`src/rtl/pic_pkg.sv`:
```
// Shared constants for the priority interrupt controller:
// register map, CTRL bit positions, EOI layout and FSM states.
package pic_pkg;

  localparam logic [1:0] ADDR_MASK = 2'd0;
  localparam logic [1:0] ADDR_CTRL = 2'd1;
  localparam logic [1:0] ADDR_EOI  = 2'd2;
  localparam logic [1:0] ADDR_ISR  = 2'd3;

  localparam int CTRL_LTIM = 0;
  localparam int CTRL_AEOI = 1;
  localparam int CTRL_ROT  = 2;
  localparam int CTRL_BASE = 8;

  localparam int EOI_SPECIFIC = 31;

  typedef logic [1:0] pic_state_t;

  localparam pic_state_t ST_IDLE = 2'd0;
  localparam pic_state_t ST_ACK1 = 2'd1;
  localparam pic_state_t ST_VEC  = 2'd2;

endpackage

```
`src/rtl/pic_core_n_if.sv`:
```
// Synchronous configuration register port of the PIC core.
// master drives strobe/address/data, slave returns read data.
interface pic_core_n_if;

  logic        cfg_we;
  logic [1:0]  cfg_addr;
  logic [31:0] cfg_wdata;
  logic [31:0] cfg_rdata;

  modport master (
    output cfg_we,
    output cfg_addr,
    output cfg_wdata,
    input  cfg_rdata
  );

  modport slave (
    input  cfg_we,
    input  cfg_addr,
    input  cfg_wdata,
    output cfg_rdata
  );

endinterface

```
`src/rtl/pic_prio_resolver.sv`:
```
// Rotating find-first: scans levels from ptr upward, stops at the
// first in-service level, reports the first requesting level before it.
module pic_prio_resolver #(
  parameter int N  = 8,
  parameter int LW = 3
) (
  input  logic [N-1:0]  req,
  input  logic [N-1:0]  isr,
  input  logic [LW-1:0] ptr,
  output logic          found,
  output logic [LW-1:0] level
);

  int   idx;
  logic blocked;

  always_comb begin
    found   = 1'b0;
    level   = '0;
    blocked = 1'b0;
    idx     = 0;
    for (int k = 0; k < N; k++) begin
      idx = (int'(ptr) + k) % N;
      if (!found && !blocked) begin
        if (isr[idx]) begin
          blocked = 1'b1;
        end else if (req[idx]) begin
          found = 1'b1;
          level = LW'(idx);
        end
      end
    end
  end

endmodule

```
`src/rtl/pic_core_n.sv`:
```
// Priority interrupt controller core: IRR/ISR/MASK, nested resolver, INTA FSM.
// Define PIC_ROTATE_EN to implement rotating priority (CTRL.ROT).
module pic_core_n
  import pic_pkg::*;
#(
  parameter int N_IRQ = 8,
  parameter int VEC_W = 8
) (
  input  logic             clk,
  input  logic             rst_n,
  input  logic [N_IRQ-1:0] irq,
  pic_core_n_if.slave      bus,
  output logic             int_o,
  input  logic             inta_i,
  output logic             vec_valid,
  output logic [VEC_W-1:0] vec_o
);

  localparam int LVL_W = $clog2(N_IRQ);
  localparam logic [LVL_W-1:0] SPUR = LVL_W'(N_IRQ - 1);

  logic [N_IRQ-1:0] irr, isr, mask, irq_q;
  logic [N_IRQ-1:0] isr_set, isr_clr, irr_clr;
  logic             ltim, aeoi, rot;
  logic [7:0]       base;
  logic             inta_q, inta_edge;
  pic_state_t       state;
  logic [LVL_W-1:0] win, prio_ptr;
  logic             spur;

  logic             req_found, isr_found;
  logic [LVL_W-1:0] req_lvl, isr_lvl;

  logic             wr_mask, wr_ctrl, wr_eoi;
  logic             eoi_spec, eoi_ns;
  logic [LVL_W-1:0] eoi_lvl;
  logic             ack1, ack2, aeoi_clr;
  logic             unused_ok;

  pic_prio_resolver #(.N(N_IRQ), .LW(LVL_W)) u_req (
    .req   (irr & ~mask),
    .isr   (isr),
    .ptr   (prio_ptr),
    .found (req_found),
    .level (req_lvl)
  );

  // Highest in-service level, for non-specific EOI
  pic_prio_resolver #(.N(N_IRQ), .LW(LVL_W)) u_isr (
    .req   (isr),
    .isr   ('0),
    .ptr   (prio_ptr),
    .found (isr_found),
    .level (isr_lvl)
  );

  assign wr_mask  = bus.cfg_we && (bus.cfg_addr == ADDR_MASK);
  assign wr_ctrl  = bus.cfg_we && (bus.cfg_addr == ADDR_CTRL);
  assign wr_eoi   = bus.cfg_we && (bus.cfg_addr == ADDR_EOI);
  assign eoi_spec = bus.cfg_wdata[EOI_SPECIFIC];
  assign eoi_lvl  = bus.cfg_wdata[LVL_W-1:0];
  assign eoi_ns   = wr_eoi && !eoi_spec && isr_found;

  assign inta_edge = inta_i && !inta_q;
  assign ack1      = (state == ST_IDLE) && inta_edge;
  assign ack2      = (state == ST_ACK1) && inta_edge;
  assign aeoi_clr  = (state == ST_VEC) && aeoi && !spur;

  assign unused_ok = ^bus.cfg_wdata;

  always_comb begin
    isr_set = '0;
    isr_clr = '0;
    irr_clr = '0;
    if (ack1 && req_found) begin
      isr_set[req_lvl] = 1'b1;
      irr_clr[req_lvl] = 1'b1;
    end
    if (aeoi_clr) begin
      isr_clr[win] = 1'b1;
    end
    if (wr_eoi) begin
      if (eoi_spec) begin
        if (int'(eoi_lvl) < N_IRQ) begin
          isr_clr[eoi_lvl] = 1'b1;
        end
      end else if (isr_found) begin
        isr_clr[isr_lvl] = 1'b1;
      end
    end
  end

  always_ff @(posedge clk or negedge rst_n) begin
    if (!rst_n) begin
      irr       <= '0;
      isr       <= '0;
      mask      <= '1;
      irq_q     <= '0;
      ltim      <= 1'b0;
      aeoi      <= 1'b0;
      base      <= '0;
      inta_q    <= 1'b0;
      state     <= ST_IDLE;
      win       <= '0;
      spur      <= 1'b0;
      int_o     <= 1'b0;
      vec_valid <= 1'b0;
      vec_o     <= '0;
    end else begin
      irq_q  <= irq;
      inta_q <= inta_i;
      // Set term last so a new edge beats an ack clear
      if (ltim) begin
        irr <= irq;
      end else begin
        irr <= (irr & ~irr_clr) | (irq & ~irq_q);
      end
      isr <= (isr & ~isr_clr) | isr_set;
      if (wr_mask) begin
        mask <= bus.cfg_wdata[N_IRQ-1:0];
      end
      if (wr_ctrl) begin
        ltim <= bus.cfg_wdata[CTRL_LTIM];
        aeoi <= bus.cfg_wdata[CTRL_AEOI];
        base <= bus.cfg_wdata[CTRL_BASE +: 8];
      end
      int_o     <= (state == ST_IDLE) && req_found && !inta_edge;
      vec_valid <= ack2;
      if (ack2) begin
        vec_o <= VEC_W'(base) + VEC_W'(win);
      end
      case (state)
        ST_IDLE: begin
          if (inta_edge) begin
            state <= ST_ACK1;
            win   <= req_found ? req_lvl : SPUR;
            spur  <= !req_found;
          end
        end
        ST_ACK1: begin
          if (inta_edge) begin
            state <= ST_VEC;
          end
        end
        ST_VEC:  state <= ST_IDLE;
        default: state <= ST_IDLE;
      endcase
    end
  end

`ifdef PIC_ROTATE_EN
  function automatic logic [LVL_W-1:0] nxt(input logic [LVL_W-1:0] l);
    nxt = (int'(l) == N_IRQ - 1) ? '0 : l + 1'b1;
  endfunction

  // Serviced level becomes lowest priority
  always_ff @(posedge clk or negedge rst_n) begin
    if (!rst_n) begin
      rot      <= 1'b0;
      prio_ptr <= '0;
    end else begin
      if (wr_ctrl) begin
        rot <= bus.cfg_wdata[CTRL_ROT];
      end
      if (rot && eoi_ns) begin
        prio_ptr <= nxt(isr_lvl);
      end else if (rot && aeoi_clr) begin
        prio_ptr <= nxt(win);
      end
    end
  end
`else
  assign rot      = 1'b0;
  assign prio_ptr = '0;
`endif

  always_comb begin
    bus.cfg_rdata = '0;
    unique case (1'b1)
      (bus.cfg_addr == ADDR_MASK): bus.cfg_rdata = 32'(mask);
      (bus.cfg_addr == ADDR_CTRL): begin
        bus.cfg_rdata[CTRL_LTIM]      = ltim;
        bus.cfg_rdata[CTRL_AEOI]      = aeoi;
        bus.cfg_rdata[CTRL_ROT]       = rot;
        bus.cfg_rdata[CTRL_BASE +: 8] = base;
      end
      (bus.cfg_addr == ADDR_EOI):  bus.cfg_rdata = 32'(irr);
      (bus.cfg_addr == ADDR_ISR):  bus.cfg_rdata = 32'(isr);
      default: bus.cfg_rdata = '0;
    endcase
  end

endmodule

```
`src/flat_wrapper.sv`:
```
// flat-port wrapper written by rule: the top's interface ports become plain ports
module pic_core_n_flat import pic_pkg::*;
#(
  parameter int N_IRQ = 8,
  parameter int VEC_W = 8
)
  (clk, rst_n, irq, int_o, inta_i, vec_valid, vec_o, bus_cfg_we, bus_cfg_addr, bus_cfg_wdata, bus_cfg_rdata);
  pic_core_n_if bus_i ();
  input  logic clk;
  input  logic rst_n;
  input  logic [N_IRQ-1:0] irq;
  output logic int_o;
  input  logic inta_i;
  output logic vec_valid;
  output logic [VEC_W-1:0] vec_o;
  input wire logic [$bits(bus_i.cfg_we)-1:0] bus_cfg_we;
  input wire logic [$bits(bus_i.cfg_addr)-1:0] bus_cfg_addr;
  input wire logic [$bits(bus_i.cfg_wdata)-1:0] bus_cfg_wdata;
  output wire logic [$bits(bus_i.cfg_rdata)-1:0] bus_cfg_rdata;
  assign bus_i.cfg_we = bus_cfg_we;
  assign bus_i.cfg_addr = bus_cfg_addr;
  assign bus_i.cfg_wdata = bus_cfg_wdata;
  assign bus_cfg_rdata = bus_i.cfg_rdata;
  pic_core_n #(.N_IRQ(N_IRQ), .VEC_W(VEC_W)) u_core (.clk(clk), .rst_n(rst_n), .irq(irq), .bus(bus_i), .int_o(int_o), .inta_i(inta_i), .vec_valid(vec_valid), .vec_o(vec_o));
endmodule
```
`config.mk`:
```
export PLATFORM = sky130hd
export DESIGN_NAME = pic_core_n_flat
export DESIGN_NICKNAME = d
export VERILOG_FILES = /design/src/rtl/pic_pkg.sv /design/src/rtl/pic_core_n_if.sv /design/src/rtl/pic_prio_resolver.sv /design/src/rtl/pic_core_n.sv /design/src/flat_wrapper.sv
export SDC_FILE = /design/constraint.sdc
export NUM_CORES = 1
export LEC_CHECK = 0
export CORE_MARGIN = 3
export CORE_UTILIZATION = 45
export CTS_CLUSTER_SIZE = 8
export DETAILED_ROUTE_END_ITERATION = 6
export GPL_TIMING_DRIVEN = 1
export PLACE_DENSITY = 0.77
export SYNTH_ARGS = -nofsm -noshare
export SYNTH_HDL_FRONTEND = slang
export SYNTH_SLANG_ARGS = --single-unit
```
`constraint.sdc`:
```
create_clock -name clk -period 6.2 [get_ports clk]
set_clock_uncertainty 0.2 [all_clocks]
set_input_delay 1.24 -clock clk [delete_from_list [all_inputs] [get_ports clk]]
set_output_delay 1.24 -clock clk [all_outputs]
set_load 0.01 [all_outputs]
```
[After elaboration in Yosys (flattened, before gate mapping)]
Cells that the tools add are included.
Storage, ports and cells
  bits of input ports: 46
  word-level logic and storage cells: 192
  flip-flop bits (word level): 59
  output and inout port bits: 42
Cells by class
  mux-type cells: 106
  bitwise operators: 12
  eq/ne operators: 7
  $lt $le $gt $ge: 8
  reduce and logical (&&, ||, !) cells: 44
  add/subtract/negate cells: 1
Operators by type and width (count)
  2-to-1 mux 3 bit: 31
  2-to-1 mux 1 bit: 59
  2-to-1 mux 8 bit: 7
  AND 8 bit: 4
  NOT 8 bit: 4
  bitwise OR 8 bit: 4
  logical AND 1 bit: 22
  zero test 1 bit: 18
  less-than comparator 3 x 4 -> 1 bit, second input constant: 4
  case mux 5 bit (3 select lines): 1
  demux 1 bit (select 3 bit): 4
  greater-or-equal comparator 3 x 1 -> 1 bit, second input constant: 4
  case mux 3 bit (4 select lines): 1
  adder 8 x 3 -> 8 bit: 1
  == test 2 bit, second input constant: 3
  == test 2 x 1 -> 1 bit, second input constant: 2
  zero test 2 bit: 2
  2-to-1 mux 2 bit: 2
  inequality test 2 x 1 -> 1 bit, second input constant: 2
  case mux 2 bit (2 select lines): 1
  AND reduction 2 bit: 2

[Longest topological paths before layout]
  word-level depth: 34
  mapped depth: 7
  gate-level depth less buffers: 7

[Hierarchy]
A second synthesis with hierarchy kept.
Unflattened totals
  cells, all modules: 574
  area, all modules: 5770.5 sq um
By module, submodules not included
  pic_core_n: area an instance 2982.9 sq um, cells each 288, instances 1, seq. area each 1486.4 sq um
  pic_prio_resolver: area an instance 1393.8 sq um, cells each 143, instances 2, seq. area each 0.0 sq um

[Worst setup path after synthesis]
No wires, ideal clock.
  kind: in2out
  from: input port bus_cfg_addr[1]
  to: output port bus_cfg_rdata[0]
  arrival time: 2.020 ns
  setup slack: 2.740 ns
  data required time: 4.760 ns
  stages on the path: 2
  cell sequence: buf_2 > mux4_1
On the way
  word-level cells in the longest chain between the ends: 2
  elaborated cells on any way between the ends: 5
  classes of those cells: eq/ne (3); mux (1); reduce/logical (1)
RTL lines
  start: declaration: RTL line flat_wrapper.sv:17  | input wire logic [$bits(bus_i.cfg_addr)-1:0] bus_cfg_addr;
  == test 2 bit (tied with other cells): RTL line pic_core_n.sv:188  | (bus.cfg_addr == ADDR_ISR): bus.cfg_rdata = 32'(isr);
  case mux 3 bit (4 select lines) (*): RTL line pic_core_n.sv:179  | unique case (1'b1)
  end: declaration: RTL line flat_wrapper.sv:19  | output wire logic [$bits(bus_i.cfg_rdata)-1:0] bus_cfg_rdata;
Mark *: on every way between the ends. The rest lies on a longest branch, timed or not.

[Final worst setup path]
  from: input port bus_cfg_addr[0]
  to: output port bus_cfg_rdata[8]
On the way
  word-level cells in the longest chain between the ends: 2
RTL lines
  == test 2 x 1 -> 1 bit: RTL line pic_core_n.sv:181  | (bus.cfg_addr == ADDR_CTRL): begin
  2-to-1 mux 8 bit: RTL line pic_core_n.sv:179
No other way between the ends.

==> metrics.md <==
| Metric | Value |
|---|---|
| Status | `finished clean` |
| Commonest cells in the synthesized netlist | `51 x sky130_fd_sc_hd__dfrtp_1, 38 x sky130_fd_sc_hd__nand2_1, 26 x sky130_fd_sc_hd__o21ai_0` |
| Number of instances in the placed design | `458` |
| Routed wire length | `7.48 mm` |
| Post-CTS Repair Setup Buffers | `0` |
| Dominant synthesized flop cell | `sky130_fd_sc_hd__dfrtp_1` |
| Latest clock arrival within the worst-skew pair | `0.34 ns` |
| Drt drc | `0` |
| Average cell area after synthesis | `10.4 um^2` |
| Final critical-path share of the clock period | `0.748` |
| Origin of the critical flop-to-flop path | `u_core.isr[2]` |
| Routed via count divided by cell count | `5.43` |
| Area Growth Syn to Fin | `23.7%` |
| Core box area | `6910 um^2` |
| Yosys synthesis warning count | `0` |
| Antenna violations before repair | `0` |
| Endpoint class of the critical path | `output port` |
| Die X | `91.1 um` |
| Maximum operating frequency | `216 MHz` |
| Total of cells resized after clock tree synthesis | `0` |
| Number of enable-type register cells in the synthesized netlist | `0` |
| Count of TritonRoute iterations in the first routing pass | `5` |
| Final HPWL from detailed placement | `5.66 mm` |
| Cell accounting for the most synthesized area | `sky130_fd_sc_hd__dfrtp_1` |
| Type of the most critical hold path | `reg -> reg` |
| I/O Buffers | `56` |
| Leak | `1.73 nW` |
| Number of maximum-capacitance constraint violations | `0` |
| Hold path endpoint | `u_core.vec_o[7]` |
| Cells along the critical path | `clkdlybuf4s50_1 > nor2b_1 > and2_1 > clkdlybuf4s50_1` |
| Via count of the first global-routing pass | `2572` |
| Floorplan die height | `91.1 um` |
| CP dominant cell by count | `sky130_fd_sc_hd__clkdlybuf4s50_1` |
| Setup slack on the worst flop-to-flop path | `4.03 ns` |
| Peak VDD IR | `0.224 mV` |
| Worst hold slack across all endpoints | `0.278 ns` |
| Family with the most delay on the worst path | `buffers and inverters` |
| Number of max-slew violations in the final report | `0` |
| Category of the worst setup path launch point | `primary input` |
| Post-route total power | `0.00151 W` |
| Num ports | `88` |
| Relative max-transition margin | `0.521` |
| TritonCTS buffer count | `9` |
| Dominant cells by area after synthesis | `sky130_fd_sc_hd__dfrtp_1 39%, sky130_fd_sc_hd__mux2_2 7.9%, sky130_fd_sc_hd__dfstp_2 6.4%` |
| Global-route wire length before repair | `12.3 mm` |
| Detailed-route wire length per cell | `15.8 um` |
| Peak per-stage delay on the critical path | `0.77 ns` |
| Count of antenna diodes in the layout | `0` |
| Count leader, synth | `sky130_fd_sc_hd__dfrtp_1` |
| Non-filler instance count after layout | `474` |
| Proportion of register bits with asynchronous set or reset after synthesis | `1.00` |
| TritonCTS clock tree | `built` |
| Clk root buf | `sky130_fd_sc_hd__clkbuf_8` |
| Clk pin slew, worst setup/hold paths | `0.07 ns` |
| Post-cts hold buffer count | `0` |
| Remaining antenna violation count | `0` |
| Number of DRC markers after the initial detailed-route iteration | `192` |
| R2R depth | `6` |
| Number of flip-flops and latches in the synthesized netlist | `59` |
| Placer Congestion | `0.898` |
| Arrival time of the worst setup path | `3.20 ns` |
| Cell with the largest stage delay on the worst path | `sky130_fd_sc_hd__clkdlybuf4s50_1` |
| Endpoints failing hold | `0` |
| Number of distinct library cells after synthesis | `57` |
| Number of cells on the worst hold path | `2` |
| Min Clock Period, post-route | `4.64 ns` |
| Critical path required time | `4.76 ns` |
| Share of the synthesized area in the top cell type | `0.391` |
| Overall die area | `8300 um^2` |
| Sinks on the clock net | `59` |
| Post-layout net count | `423` |
| Part of the Yosys area used for sequential elements | `0.456` |
| Critical Setup Path Class | `in -> out` |
| R2R Path End | `u_core.irr[3]` |
| Hold wc startpoint | `u_core.vec_o[7]` |
| Total gr overflow | `0` |
| Synthesized instance count | `313` |
| Final setup violation count | `0` |
| Total Neg Setup Slack | `0 ns` |
| Unrepaired setup endpoints after global routing | `no` |
| Total via count in the routed design | `2576` |
| Largest fanout on the critical path | `12` |
| Total Routing Usage GR | `0.187` |
| Initial Util | `0.472` |
| Placement row count | `30` |
| Max Buffers Root-to-Sink | `2` |
| Worst path bufs/invs | `2` |
| Pin count of the biggest net entering global routing | `60` |
| Post-synthesis instance area | `3260 um^2` |
| Total power divided by cell area | `375 nW/um^2` |
| Measured slew at the worst slew-check pin | `0.719 ns` |
| Number of levels the H-tree was split into | `3` |
| Fraction of layout instances using a drive strength above 1 | `0.167` |
stage by stage:
stage               area [um^2]  utilization  worst slack, ns
finish                     4030        0.584             1.56
global route               4030        0.584             1.39
CTS                        4030        0.584             1.54
detailed placement         3840        0.556             1.54
global placement           3840        0.556             1.54
floorplan                  3320            -             2.74
layer usage:
layer	vias to the layer above	global-route usage	share of wire	wire, um
met5	-	0	0	0
met4	0	0.0829	0.031	234
met3	28	0.0414	0.066	497
met2	111	0.298	0.47	3480
met1	1236	0.244	0.44	3270
li1	1201	-	-	-
placed cells by master, fill, tap and decap left out, drive strengths merged, types with 4 or more instances in the layout:
| master | synthesis | layout |
|---|---|---|
| nor3b | 4 | 4 |
| a22o | 6 | 6 |
| xor2 | 5 | 5 |
| nor3 | 5 | 5 |
| clkbuf | 3 | 11 |
| a21oi | 10 | 10 |
| and2 | 10 | 10 |
| nor2 | 15 | 15 |
| dfrtp | 51 | 51 |
| nand3 | 6 | 6 |
| nand2 | 38 | 38 |
| conb | 1 | 16 |
| dfstp | 8 | 8 |
| clkdlybuf4s50 | 0 | 55 |
| nor2b | 8 | 8 |
| o21ai | 26 | 26 |
| mux2 | 23 | 23 |
| o221ai | 5 | 5 |
| nand2b | 10 | 10 |
| a32o | 4 | 4 |
| inv | 14 | 14 |
report_power, final:
part | total [W] | leakage [nW] | switching (W) | internal [W]
clock network | 0.000348 | 0.0991 | 0.000154 | 0.000194
logic | 0.000555 | 0.931 | 0.000283 | 0.000272
registers | 0.000609 | 0.703 | 0.000118 | 0.000491
total | 0.00151 | 1.73 | 0.000555 | 0.000958
worst min-delay path: stages (launching register included):
cell	delay, ns
sky130_fd_sc_hd__dfrtp_1	0.34
sky130_fd_sc_hd__nand2_1	0.04
sky130_fd_sc_hd__o21ai_0	0.06
worst max path at each step:
stage	depth (start not counted)	from	endpoint
floorplan	2	bus_cfg_addr[1]	bus_cfg_rdata[0]
global placement	4	bus_cfg_addr[0]	bus_cfg_rdata[8]
detailed placement	4	bus_cfg_addr[0]	bus_cfg_rdata[8]
CTS	4	bus_cfg_addr[0]	bus_cfg_rdata[10]
global route	4	bus_cfg_addr[0]	bus_cfg_rdata[10]
finish	4	bus_cfg_addr[0]	bus_cfg_rdata[8]
sequential cells by signal, indices dropped and copies added (netlist names):
name,flops
u_core.inta_q,1
u_core.win,3
u_core.spur,1
u_core.state,2
u_core.aeoi,1
u_core.irq_q,8
u_core.irr,8
u_core.ltim,1
u_core.vec_valid,1
u_core.vec_o,8
u_core.int_o,1
u_core.isr,8
u_core.mask,8
u_core.base,8
layout make-up:
class / instances / area [um^2]
Tap cell: 96 / 120
Timing Repair Buffer: 57 / 563
Fill cell: 585 / 2870
Clock inverter: 5 / 52.6
Inverter: 14 / 52.6
Multi-Input combinational cell: 232 / 1620
Clock buffer: 11 / 141
Sequential cell: 59 / 1490
logic make-up (layout without fill, tap and decap cells):
logic type               after synthesis  after routing  share of synthesized area
AO/OA/AOI/OAI                         69             69                      0.150
XOR/XNOR                               7              7                     0.0188
adder cells (fa/ha/maj)                4              4                     0.0177
buffers and inverters                 37             87                     0.0652
flip-flops                            59             59                      0.456
multiplexers                          25             25                     0.0944
other                                  1             16                    0.00115
AND/OR/NAND/NOR                      111            111                      0.197
Power figures use the tool's default switching activity.
